`src/rtl/trim_sequencer.sv`:
```
// Gain-compensation sequencer: shares one pipelined multiplier across four magnitude channels
// and publishes the four rounded, saturated products together with a toggle.
module trim_sequencer #(
    parameter int unsigned MAG_WIDTH    = 26,
    parameter int unsigned GAIN_WIDTH   = 27,
    parameter int unsigned MULT_LATENCY = 6
) (
    input  logic                            clk,
    input  logic                            rst,
    input  logic                            strobe,
    input  logic [4*MAG_WIDTH-1:0]          magnitudes,
    input  logic [4*GAIN_WIDTH-1:0]         gains,
    output logic [MAG_WIDTH-1:0]            mulA,
    output logic [GAIN_WIDTH-1:0]           mulB,
    input  logic [MAG_WIDTH+GAIN_WIDTH-1:0] mulP,
    output logic                            busy,
    output logic [7:0]                      overrunCount,
    output logic                            trimmedToggle,
    output logic [4*MAG_WIDTH-1:0]          trimmed
);

    localparam int unsigned PW = MAG_WIDTH + GAIN_WIDTH;

    typedef enum logic [1:0] {StIdle, StIssue, StDrain} state_e;

    state_e                  state_q, state_d;
    logic [1:0]              idx_q, idx_d;
    logic [MAG_WIDTH-1:0]    mag_snap_q  [4];
    logic [GAIN_WIDTH-1:0]   gain_snap_q [4];
    logic [MULT_LATENCY-1:0] trk_valid_q;
    logic [1:0]              trk_ch_q    [MULT_LATENCY];
    logic [MAG_WIDTH-1:0]    hold_q      [3];
    logic [4*MAG_WIDTH-1:0]  trimmed_q;
    logic                    toggle_q;
    logic [7:0]              overrun_q;

    logic                    issue_valid;
    logic                    snap_load;
    logic                    overrun_inc;
    logic                    capture_valid;
    logic [1:0]              capture_ch;
    logic                    publish;
    logic [MAG_WIDTH:0]      q_sum;
    logic [MAG_WIDTH-1:0]    rounded;
    logic                    unused_mulp_lsbs;

    assign capture_valid    = trk_valid_q[MULT_LATENCY-1];
    assign capture_ch       = trk_ch_q[MULT_LATENCY-1];
    assign publish          = capture_valid && (capture_ch == 2'd3);
    assign unused_mulp_lsbs = ^mulP[GAIN_WIDTH-3:0];

    // Round half up on the fractional MSB; saturate on product overflow or increment carry.
    always_comb begin
        q_sum = {1'b0, mulP[GAIN_WIDTH-1 +: MAG_WIDTH]}
              + {{MAG_WIDTH{1'b0}}, mulP[GAIN_WIDTH-2]};
        if (mulP[PW-1] || q_sum[MAG_WIDTH]) begin
            rounded = '1;
        end else begin
            rounded = q_sum[MAG_WIDTH-1:0];
        end
    end

    always_comb begin
        state_d     = state_q;
        idx_d       = idx_q;
        issue_valid = 1'b0;
        snap_load   = 1'b0;
        mulA        = '0;
        mulB        = '0;
        overrun_inc = strobe && (state_q != StIdle);
        unique case (state_q)
            StIdle: begin
                if (strobe) begin
                    snap_load = 1'b1;
                    idx_d     = 2'd0;
                    state_d   = StIssue;
                end
            end
            StIssue: begin
                mulA        = mag_snap_q[idx_q];
                mulB        = gain_snap_q[idx_q];
                issue_valid = 1'b1;
                idx_d       = idx_q + 2'd1;
                if (idx_q == 2'd3) begin
                    state_d = StDrain;
                end
            end
            StDrain: begin
                if (publish) begin
                    state_d = StIdle;
                end
            end
            default: state_d = StIdle;
        endcase
    end

    always_ff @(posedge clk or posedge rst) begin
        if (rst) begin
            state_q     <= StIdle;
            idx_q       <= 2'd0;
            trk_valid_q <= '0;
            for (int i = 0; i < int'(MULT_LATENCY); i++) begin
                trk_ch_q[i] <= 2'd0;
            end
            for (int c = 0; c < 4; c++) begin
                mag_snap_q[c]  <= '0;
                gain_snap_q[c] <= '0;
            end
            for (int c = 0; c < 3; c++) begin
                hold_q[c] <= '0;
            end
            trimmed_q <= '0;
            toggle_q  <= 1'b0;
            overrun_q <= 8'd0;
        end else begin
            state_q     <= state_d;
            idx_q       <= idx_d;
            // Tracking pipe mirrors the multiplier latency so each product finds its channel.
            trk_valid_q <= {trk_valid_q[MULT_LATENCY-2:0], issue_valid};
            trk_ch_q[0] <= idx_q;
            for (int i = 1; i < int'(MULT_LATENCY); i++) begin
                trk_ch_q[i] <= trk_ch_q[i-1];
            end
            if (snap_load) begin
                for (int c = 0; c < 4; c++) begin
                    mag_snap_q[c]  <= magnitudes[c*MAG_WIDTH +: MAG_WIDTH];
                    gain_snap_q[c] <= gains[c*GAIN_WIDTH +: GAIN_WIDTH];
                end
            end
            if (capture_valid && !publish) begin
                for (int c = 0; c < 3; c++) begin
                    if (capture_ch == 2'(c)) begin
                        hold_q[c] <= rounded;
                    end
                end
            end
            if (publish) begin
                trimmed_q <= {rounded, hold_q[2], hold_q[1], hold_q[0]};
                toggle_q  <= ~toggle_q;
            end
            if (overrun_inc && (overrun_q != 8'hFF)) begin
                overrun_q <= overrun_q + 8'd1;
            end
        end
    end

    assign busy          = (state_q != StIdle);
    assign overrunCount  = overrun_q;
    assign trimmedToggle = toggle_q;
    assign trimmed       = trimmed_q;

endmodule

```
`config.mk`:
```
export PLATFORM = sky130hd
export DESIGN_NAME = trim_sequencer
export DESIGN_NICKNAME = d
export VERILOG_FILES = /design/src/rtl/trim_sequencer.sv
export SDC_FILE = /design/constraint.sdc
export NUM_CORES = 1
export LEC_CHECK = 0
export CELL_PAD_IN_SITES_DETAIL_PLACEMENT = 1
export CELL_PAD_IN_SITES_GLOBAL_PLACEMENT = 2
export CORE_ASPECT_RATIO = 0.6
export CORE_UTILIZATION = 27
export CTS_CLUSTER_DIAMETER = 200
export CTS_CLUSTER_SIZE = 16
export DETAILED_ROUTE_END_ITERATION = 7
export GPL_TIMING_DRIVEN = 1
export PLACE_DENSITY_LB_ADDON = 0.1
export SLEW_MARGIN = 40
export SYNTH_ARGS = -nofsm -noshare
export SYNTH_HDL_FRONTEND = slang
export SYNTH_SLANG_ARGS = --single-unit
```
`constraint.sdc`:
```
create_clock -name clk -period 12.4 [get_ports clk]
set_clock_uncertainty 0.1 [all_clocks]
set_input_delay 1.24 -clock clk [delete_from_list [all_inputs] [get_ports clk]]
set_output_delay 1.24 -clock clk [all_outputs]
set_load 0.01 [all_outputs]
```
==> summary.md, run 1 <==
| Metric | Value |
|---|---|
| Core area | `64,600 sq um` |
| Instance area at placement | `22,700 sq um` |
| CTS tree | `yes` |
| Number of H-tree levels | `1` |
| Fraction of the yosys area taken by sequential cells | `60.1%` |
| Total routed wirelength | `58,800 um` |
| Final cycle utilization of the critical path | `37.1%` |
| Overall die height | `200 um` |
| Worst vdd ir | `0.150 mV` |
| Overall Global Routing Usage | `17.8%` |
| Achievable Freq | `218 MHz` |
| Worst path setup slack after routing | `7.81 ns` |
| # setup viols final | `0` |
| Distinct cell type count of the synthesized netlist | `41` |
| Routed vias | `13,824` |
| Async SR Flop Fraction | `100%` |
| Synthesized flop and latch total | `425` |
| Vias per inst | `4.49` |
| Floorplan die area | `66,600 sq um` |
| Outcome | `completed` |
| Number of enable-type register cells in the synthesized netlist | `0` |
| Leftover overflow at the end of global routing | `0` |
| Clock transition at path regs | `0.08 ns` |
| Global placer's final weighted congestion | `0.781` |
| CP required | `11.06 ns` |
| Net Count, Synth | `2,138` |
| Worst Hold Slack | `0.249 ns` |
| Final non-filler cell total | `3,078` |
| Number of instances resized during post-cts repair | `0` |
| Horizontal die dimension | `333 um` |
| Detailed-placement wirelength estimate | `40,200 um` |
| Number of global-route vias before repair | `14,817` |
| Clk sinks | `425` |
| Post-layout nets | `2,491` |
| Slew of the pin with the lowest slew margin | `0.779 ns` |
| Final setup TNS | `0 ns` |
| Buffer cell driving the clock tree root | `clkbuf_16` |
| Slowest stage cell, crit path | `dfrtp_4` |
| Area contributors post-synth | `dfrtp_1 60%, nand2_1 20%, mux4_2 6.7%, o21ai_0 2.3%, clkbuf_1 2.0%` |
| Clock tree buffer depth | `3` |
| Pin count of the biggest net entering global routing | `145` |
| Arrival time at the worst endpoint | `3.25 ns` |
| Final-report max-slew violation count | `0` |
| Count of antenna-violating nets left after detailed routing | `0` |
| Prevailing post-synth register cell | `dfrtp_1` |
| Number of DRC violations after detailed-routing iteration 0 | `759` |
| Worst Setup Slack post-DPL | `7.85 ns` |
| Starting density of the core | `27.4%` |
| Per-instance average area after synthesis | `9.49 sq um` |
| Warning count from the yosys run | `0` |
| Crit path cell chain | `buf_6 > mux4_2 > and2_1 > clkdlybuf4s50_1` |
| Max-Cap Viols | `0` |
| Input/output buffers | `409` |
| Fin. Hold Viols | `0` |
| Clock insertion delay at the later pin of the skew report | `0.62 ns` |
| Number of buffers created by CTS | `30` |
| Min cycle time layout | `4.59 ns` |
| RSZ-0062 raised after global routing | `no` |
| Kind of end point of the critical path | `output port` |
| Element type at the critical path start | `flop` |
| DRC violation count after routing | `0` |
| Relative slew slack | `47.8%` |
| Share of layout cells above drive strength 1 | `5.68%` |
| Fillers | `7,308` |
| Leading post-synthesis cells by instance count | `959 x nand2_1, 425 x dfrtp_1, 92 x clkbuf_1` |
| Area of the mapped netlist | `17,700 sq um` |
| Cells after synthesis | `1,866` |
| Top-count cell post-synth | `nand2_1` |
| I/O Pins | `435` |
| Number of detailed-route iterations in the first pass | `6` |
| Maximum fanout along the worst path | `36` |
| Cell class contributing the biggest share of worst-path delay | `buffers and inverters` |
| Count of standard-cell rows | `72` |
| Hold-fix buffer count after cts | `0` |
| Leakage | `0.0110 uW` |
| Cell area power density | `251 nW/um^2` |
| Final cell area excluding filler cells | `23,600 sq um` |
| Worst path buffer plus inverter count | `2` |
| Delay contributed by the slowest stage of the critical path | `0.75 ns` |
| Kind of path behind the tightest hold check | `flop to flop` |
| Biggest area consumer among synthesized cells | `dfrtp_1` |
| Placed instance count | `3,036` |
| Global-route wire length before repair | `91,600 um` |
| Area share of the largest cell type after synthesis | `60.1%` |
| Drt wl/cell | `19.1 um` |
| Number of antenna violations at the first check in global routing | `13` |
| Path type of the worst setup path | `flop to output port` |
| Number of buffers inserted to repair setup after CTS | `0` |
| Area growth from synthesis to layout | `33.2%` |
-- area by class of cell --
cell class                      count  area, sq um  share of cell area (%)
Multi-Input combinational cell   1325         6690                    28.4
Clock inverter                      2         25.0                   0.106
Sequential cell                   425        10600                    45.1
Tap cell                          851         1060                    4.52
Inverter                            9         37.5                   0.159
Antenna cell                        7         17.5                  0.0743
Clock buffer                       31          754                    3.20
Timing Repair Buffer              428         4340                    18.4
-- placed cells by master, fill, tap and decap left out, types with 8 or more instances in the layout --
cell / netlist / routed
nand2_1: 959 / 958
dfrtp_1: 425 / 423
clkdlybuf4s50_1: 0 / 409
o21ai_0: 81 / 81
and2_1: 55 / 54
mux4_2: 53 / 53
nor2_1: 48 / 46
clkbuf_16: 0 / 30
a21oi_1: 25 / 25
nand3_1: 15 / 14
xor2_1: 14 / 14
nor3_1: 11 / 9
xnor2_1: 9 / 9
nand4_1: 8 / 8
buf_4: 2 / 8
-- cells by family (layout without fill, tap and decap cells) --
| logic type | count (synthesis) | in the layout | share of synthesized area (%) |
|---|---|---|---|
| adder cells (fa/ha/maj) | 4 | 4 | 0.283 |
| other | 0 | 7 | 0 |
| flip-flops | 425 | 425 | 60.1 |
| AND/OR/NAND/NOR | 1122 | 1122 | 25.4 |
| buffers and inverters | 116 | 470 | 2.50 |
| XOR/XNOR | 23 | 23 | 1.14 |
| AO/OA/AOI/OAI | 122 | 122 | 3.78 |
| multiplexers | 54 | 54 | 6.81 |
-- metrics by stage --
stage	total power, uW	util (%)
finish	5920	36.5
global route	6420	36.5
CTS	6060	36.4
detailed placement	5080	35.2
global placement	4980	35.0
floorplan	3810	-
-- worst paths after layout --
kind	slack [ns]	to	start	cells past startpoint
worst max-delay path	7.81	mulB[2]	idx_q[0]$_DFFE_PP0P_	4
worst min-delay path	0.25	trk_valid_q[4]$_DFF_PP0_	trk_valid_q[3]$_DFF_PP0_	0
worst max register to register	9.29	gain_snap_q[4]$_DFFE_PP0P_	state_q[1]$_DFFE_PP0P_	6
worst min register to register	0.25	trk_valid_q[4]$_DFF_PP0_	trk_valid_q[3]$_DFF_PP0_	0
max in group asynchronous	9.05	gain_snap_q[69]$_DFFE_PP0P_	rst	6
min in group asynchronous	1.06	hold_q[11]$_DFFE_PP0P_	rst	3
-- registers in the layout (all words and copies together), names as in the netlist --
signal / count
gain_snap_q: 108
idx_q: 2
capture_ch: 2
state_q: 2
trimmedToggle: 1
hold_q: 78
trk_valid_q: 6
trimmed: 104
mag_snap_q: 104
trk_ch_q: 10
overrunCount: 8
-- power breakdown --
part	internal (uW)	switching [uW]	total (uW)
Combinational	1230	1280	2510
Clock	431	504	935
Sequential	2060	415	2480
Total	3720	2200	5920
-- per-layer routing --
metal | GRT usage [%] | vias up | share of wire [%]
li1 | - | 6620 | -
met1 | 25.5 | 6935 | 47
met2 | 27.9 | 202 | 46
met3 | 3.64 | 55 | 5.0
met4 | 3.03 | 12 | 1.3
met5 | 0 | - | 0.13
Note: power is estimated with default switching activity, not from simulation.
==> run 2: changes to the inputs <==
- CORE_UTILIZATION: 27 -> 30
- clock period: 12.4 -> 4.6 ns (I/O delays scaled with it)
==> run 2 against run 1 <==
The run now ends with design-rule violations left. Sequential share of layout area about the same. Clock power increased to 2.7 times the previous value. Via count increased by 0.79%. Die area decreased by 9.9%. Count of clock-buffer cells in the layout unchanged. Critical endpoint is now mulB[17]. Highest routed layer unchanged.
==> summary.md, run 2 (synthesis results as in run 1) <==
| Metric | Value |
|---|---|
| Setup crit end | `mulB[17] (was mulB[2])` |
| Most common library cell in the layout ignoring fill and taps | `nand2_1 (unchanged)` |
| Highest-count cells in the layout ignoring fill and taps | `958 x nand2_1, 423 x dfrtp_1, 409 x clkdlybuf4s50_1 (unchanged)` |
| Slew of the pin with the lowest slew margin | `0.787 ns (was 0.779 ns)` |
| Kind of path behind the tightest hold check | `input pin to async pin (was flop to flop)` |
| Starting density of the core | `30.6% (was 27.4%)` |
| Worst path setup slack after routing | `0.979 ns (was 7.81 ns)` |
| Detailed-placement wirelength estimate | `40,300 um (was 40,200 um)` |
| Pin count of the biggest net entering global routing | `130 (was 145)` |
| Maximum fanout along the worst path | `31 (was 36)` |
| Routed vias | `13,933 (was 13,824)` |
| Input/output buffers | `409 (unchanged)` |
| Number of DRC violations after detailed-routing iteration 0 | `850 (was 759)` |
| Fillers | `6,598 (was 7,308)` |
| Reg-to-Reg Start | `state_q[1]$_DFFE_PP0P_ (unchanged)` |
| Global-route wire length before repair | `88,500 um (was 91,600 um)` |
| Max FFs per register | `108 (unchanged)` |
| Number of instances resized during post-cts repair | `0 (unchanged)` |
| Count of antenna-violating nets left after detailed routing | `0 (unchanged)` |
| Number of global-route vias before repair | `14,559 (was 14,817)` |
| Origin of the worst setup path | `idx_q[0]$_DFFE_PP0P_ (unchanged)` |
| Drt wl/cell | `19.0 um (was 19.1 um)` |
| Buffer cell driving the clock tree root | `clkbuf_16 (unchanged)` |
| Biggest register | `gain_snap_q (unchanged)` |
| Worst reg2reg path depth | `5 (was 6)` |
| Relative slew slack | `47.1% (was 47.8%)` |
| Clock tree buffer depth | `3 (unchanged)` |
| Global placer's final weighted congestion | `0.787 (was 0.781)` |
| Element type at the critical path start | `flop (unchanged)` |
| Horizontal die dimension | `316 um (was 333 um)` |
| Outcome | `finished, violations left (was completed)` |
| CP required | `4.04 ns (was 11.06 ns)` |
| Count of standard-cell rows | `68 (was 72)` |
| Vias per inst | `4.63 (was 4.49)` |
| Leftover overflow at the end of global routing | `0 (unchanged)` |
| Violations in the final reports | `design-rule violations` |
| Hold-fix buffer count after cts | `0 (unchanged)` |
| Share of layout cells above drive strength 1 | `5.92% (was 5.68%)` |
| Max-Cap Viols | `0 (unchanged)` |
| Final-report max-slew violation count | `0 (unchanged)` |
| Cell area power density | `679 nW/um^2 (was 251 nW/um^2)` |
| Crit path cell chain | `buf_12 > mux4_2 > and2_1 > clkdlybuf4s50_1 (was buf_6 > mux4_2 > and2_1 > clkdlybuf4s50_1)` |
| Clock insertion delay at the later pin of the skew report | `0.59 ns (was 0.62 ns)` |
| Number of antenna violations at the first check in global routing | `13 (unchanged)` |
| Core area | `57,900 sq um (was 64,600 sq um)` |
| Leakage | `0.0111 uW (was 0.0110 uW)` |
| Post-layout nets | `2,499 (was 2,491)` |
| CTS tree | `yes (unchanged)` |
| Number of buffers inserted to repair setup after CTS | `0 (unchanged)` |
| Area growth from synthesis to layout | `33.3% (was 33.2%)` |
| Floorplan die area | `60,000 sq um (was 66,600 sq um)` |
| Worst vdd ir | `0.254 mV (was 0.150 mV)` |
| DRC violation count after routing | `30 (was 0)` |
| Delay contributed by the slowest stage of the critical path | `0.87 ns (was 0.75 ns)` |
| Sequential cell area | `10,600 sq um (unchanged)` |
| Post-route total power | `16,000 uW (was 5920 uW)` |
| Final cell area excluding filler cells | `23,600 sq um (about the same)` |
| # setup viols final | `0 (unchanged)` |
| Number of buffers created by CTS | `30 (unchanged)` |
| Total routed wirelength | `57,100 um (was 58,800 um)` |
| Fin. Hold Viols | `0 (unchanged)` |
| Clk sinks | `425 (unchanged)` |
| End of the worst register-to-register path | `gain_snap_q[43]$_DFFE_PP0P_ (was gain_snap_q[4]$_DFFE_PP0P_)` |
| Achievable Freq | `276 MHz` |
| RSZ-0062 raised after global routing | `no (unchanged)` |
| Instance area at placement | `22,800 sq um (was 22,700 sq um)` |
| Number of detailed-route iterations in the first pass | `8 (was 6)` |
| Area of combinational cells with multiple inputs | `6690 sq um (about the same)` |
| Path type of the worst setup path | `flop to output port (unchanged)` |
| Arrival time at the worst endpoint | `3.06 ns (was 3.25 ns)` |
| Overall die height | `190 um (was 200 um)` |
| Min cycle time layout | `3.62 ns` |
| I/O Pins | `435 (unchanged)` |
| Fraction of the core area covered by cells at the end of the flow | `40.8% (was 36.5%)` |
| Clock transition at path regs | `0.07 ns (was 0.08 ns)` |
| Final cycle utilization of the critical path | `78.7%` |
| Overall Global Routing Usage | `19.0% (was 17.8%)` |
| Slowest stage cell, crit path | `dfrtp_4 (unchanged)` |
| R2R Setup Slk | `1.92 ns (was 9.29 ns)` |
| Kind of end point of the critical path | `output port (unchanged)` |
| Number of H-tree levels | `1 (unchanged)` |
| Worst Setup Slack post-DPL | `0.888 ns (was 7.85 ns)` |
run 2: cell types whose count changed in the layout (fill, tap and decap cells not counted), sizes merged:
cell	previous run	this run
buf	19	27
diode	7	10
run 2: critical path: cells and delay by family, from the launching register on:
kind	cells	cell delay (ns)
buffers and inverters	2	0.86
AND/OR/NAND/NOR	1	0.17
flip-flops	1	0.87
multiplexers	1	0.53
run 2: area by class of cell:
cell class / instances / share of cell area, %
Clock buffer: 31 / 3.20
Clock inverter: 2 / 0.106
Inverter: 9 / 0.159
Antenna cell: 10 / 0.106
Sequential cell: 425 / 45.1
Timing Repair Buffer: 436 / 18.9
Tap cell: 770 / 4.08
Multi-Input combinational cell: 1325 / 28.4
run 2: how the worst min path moves through the flow:
stage / from / endpoint / slack (ns) / depth (start not counted)
6_report: rst / hold_q[13]$_DFFE_PP0P_ / 0.16 / 2
5_1_grt: rst / trimmed[41]$_DFFE_PP0N_ / 0.18 / 2
4_1_cts: rst / hold_q[13]$_DFFE_PP0P_ / 0.14 / 2
3_5_place_dp: trk_ch_q[11]$_DFF_PP0_ / trk_ch_q[9]$_DFF_PP0_ / 0.24 / 0
3_3_place_gp: trk_ch_q[7]$_DFF_PP0_ / trk_ch_q[5]$_DFF_PP0_ / 0.23 / 0
2_1_floorplan: trk_ch_q[2]$_DFF_PP0_ / capture_ch[0]$_DFF_PP0_ / 0.23 / 0
run 2: layer usage:
metal	GRT usage, %	up-vias	routed length, um
met2	29.0	206	25700
met3	3.37	61	2370
met5	0	-	64
met4	3.27	10	850
li1	-	6642	-
met1	28.5	7014	28100
run 2: report_power, final:
part           switching (uW)  internal [uW]  total (uW)
Clock                    1320           1160        2480
Sequential               1180           5570        6750
Combinational            3410           3370        6770
Total                    5910          10100       16000
run 2: stage by stage:
stage / hold slack (ns) / cells / TNS [ns]
floorplan: 0.231 / 1866 / -720.56
global placement: 0.232 / 2961 / 0
detailed placement: 0.236 / 2964 / 0
CTS: 0.141 / 2997 / 0
global route: 0.185 / 3002 / 0
finish: 0.164 / 3008 / 0
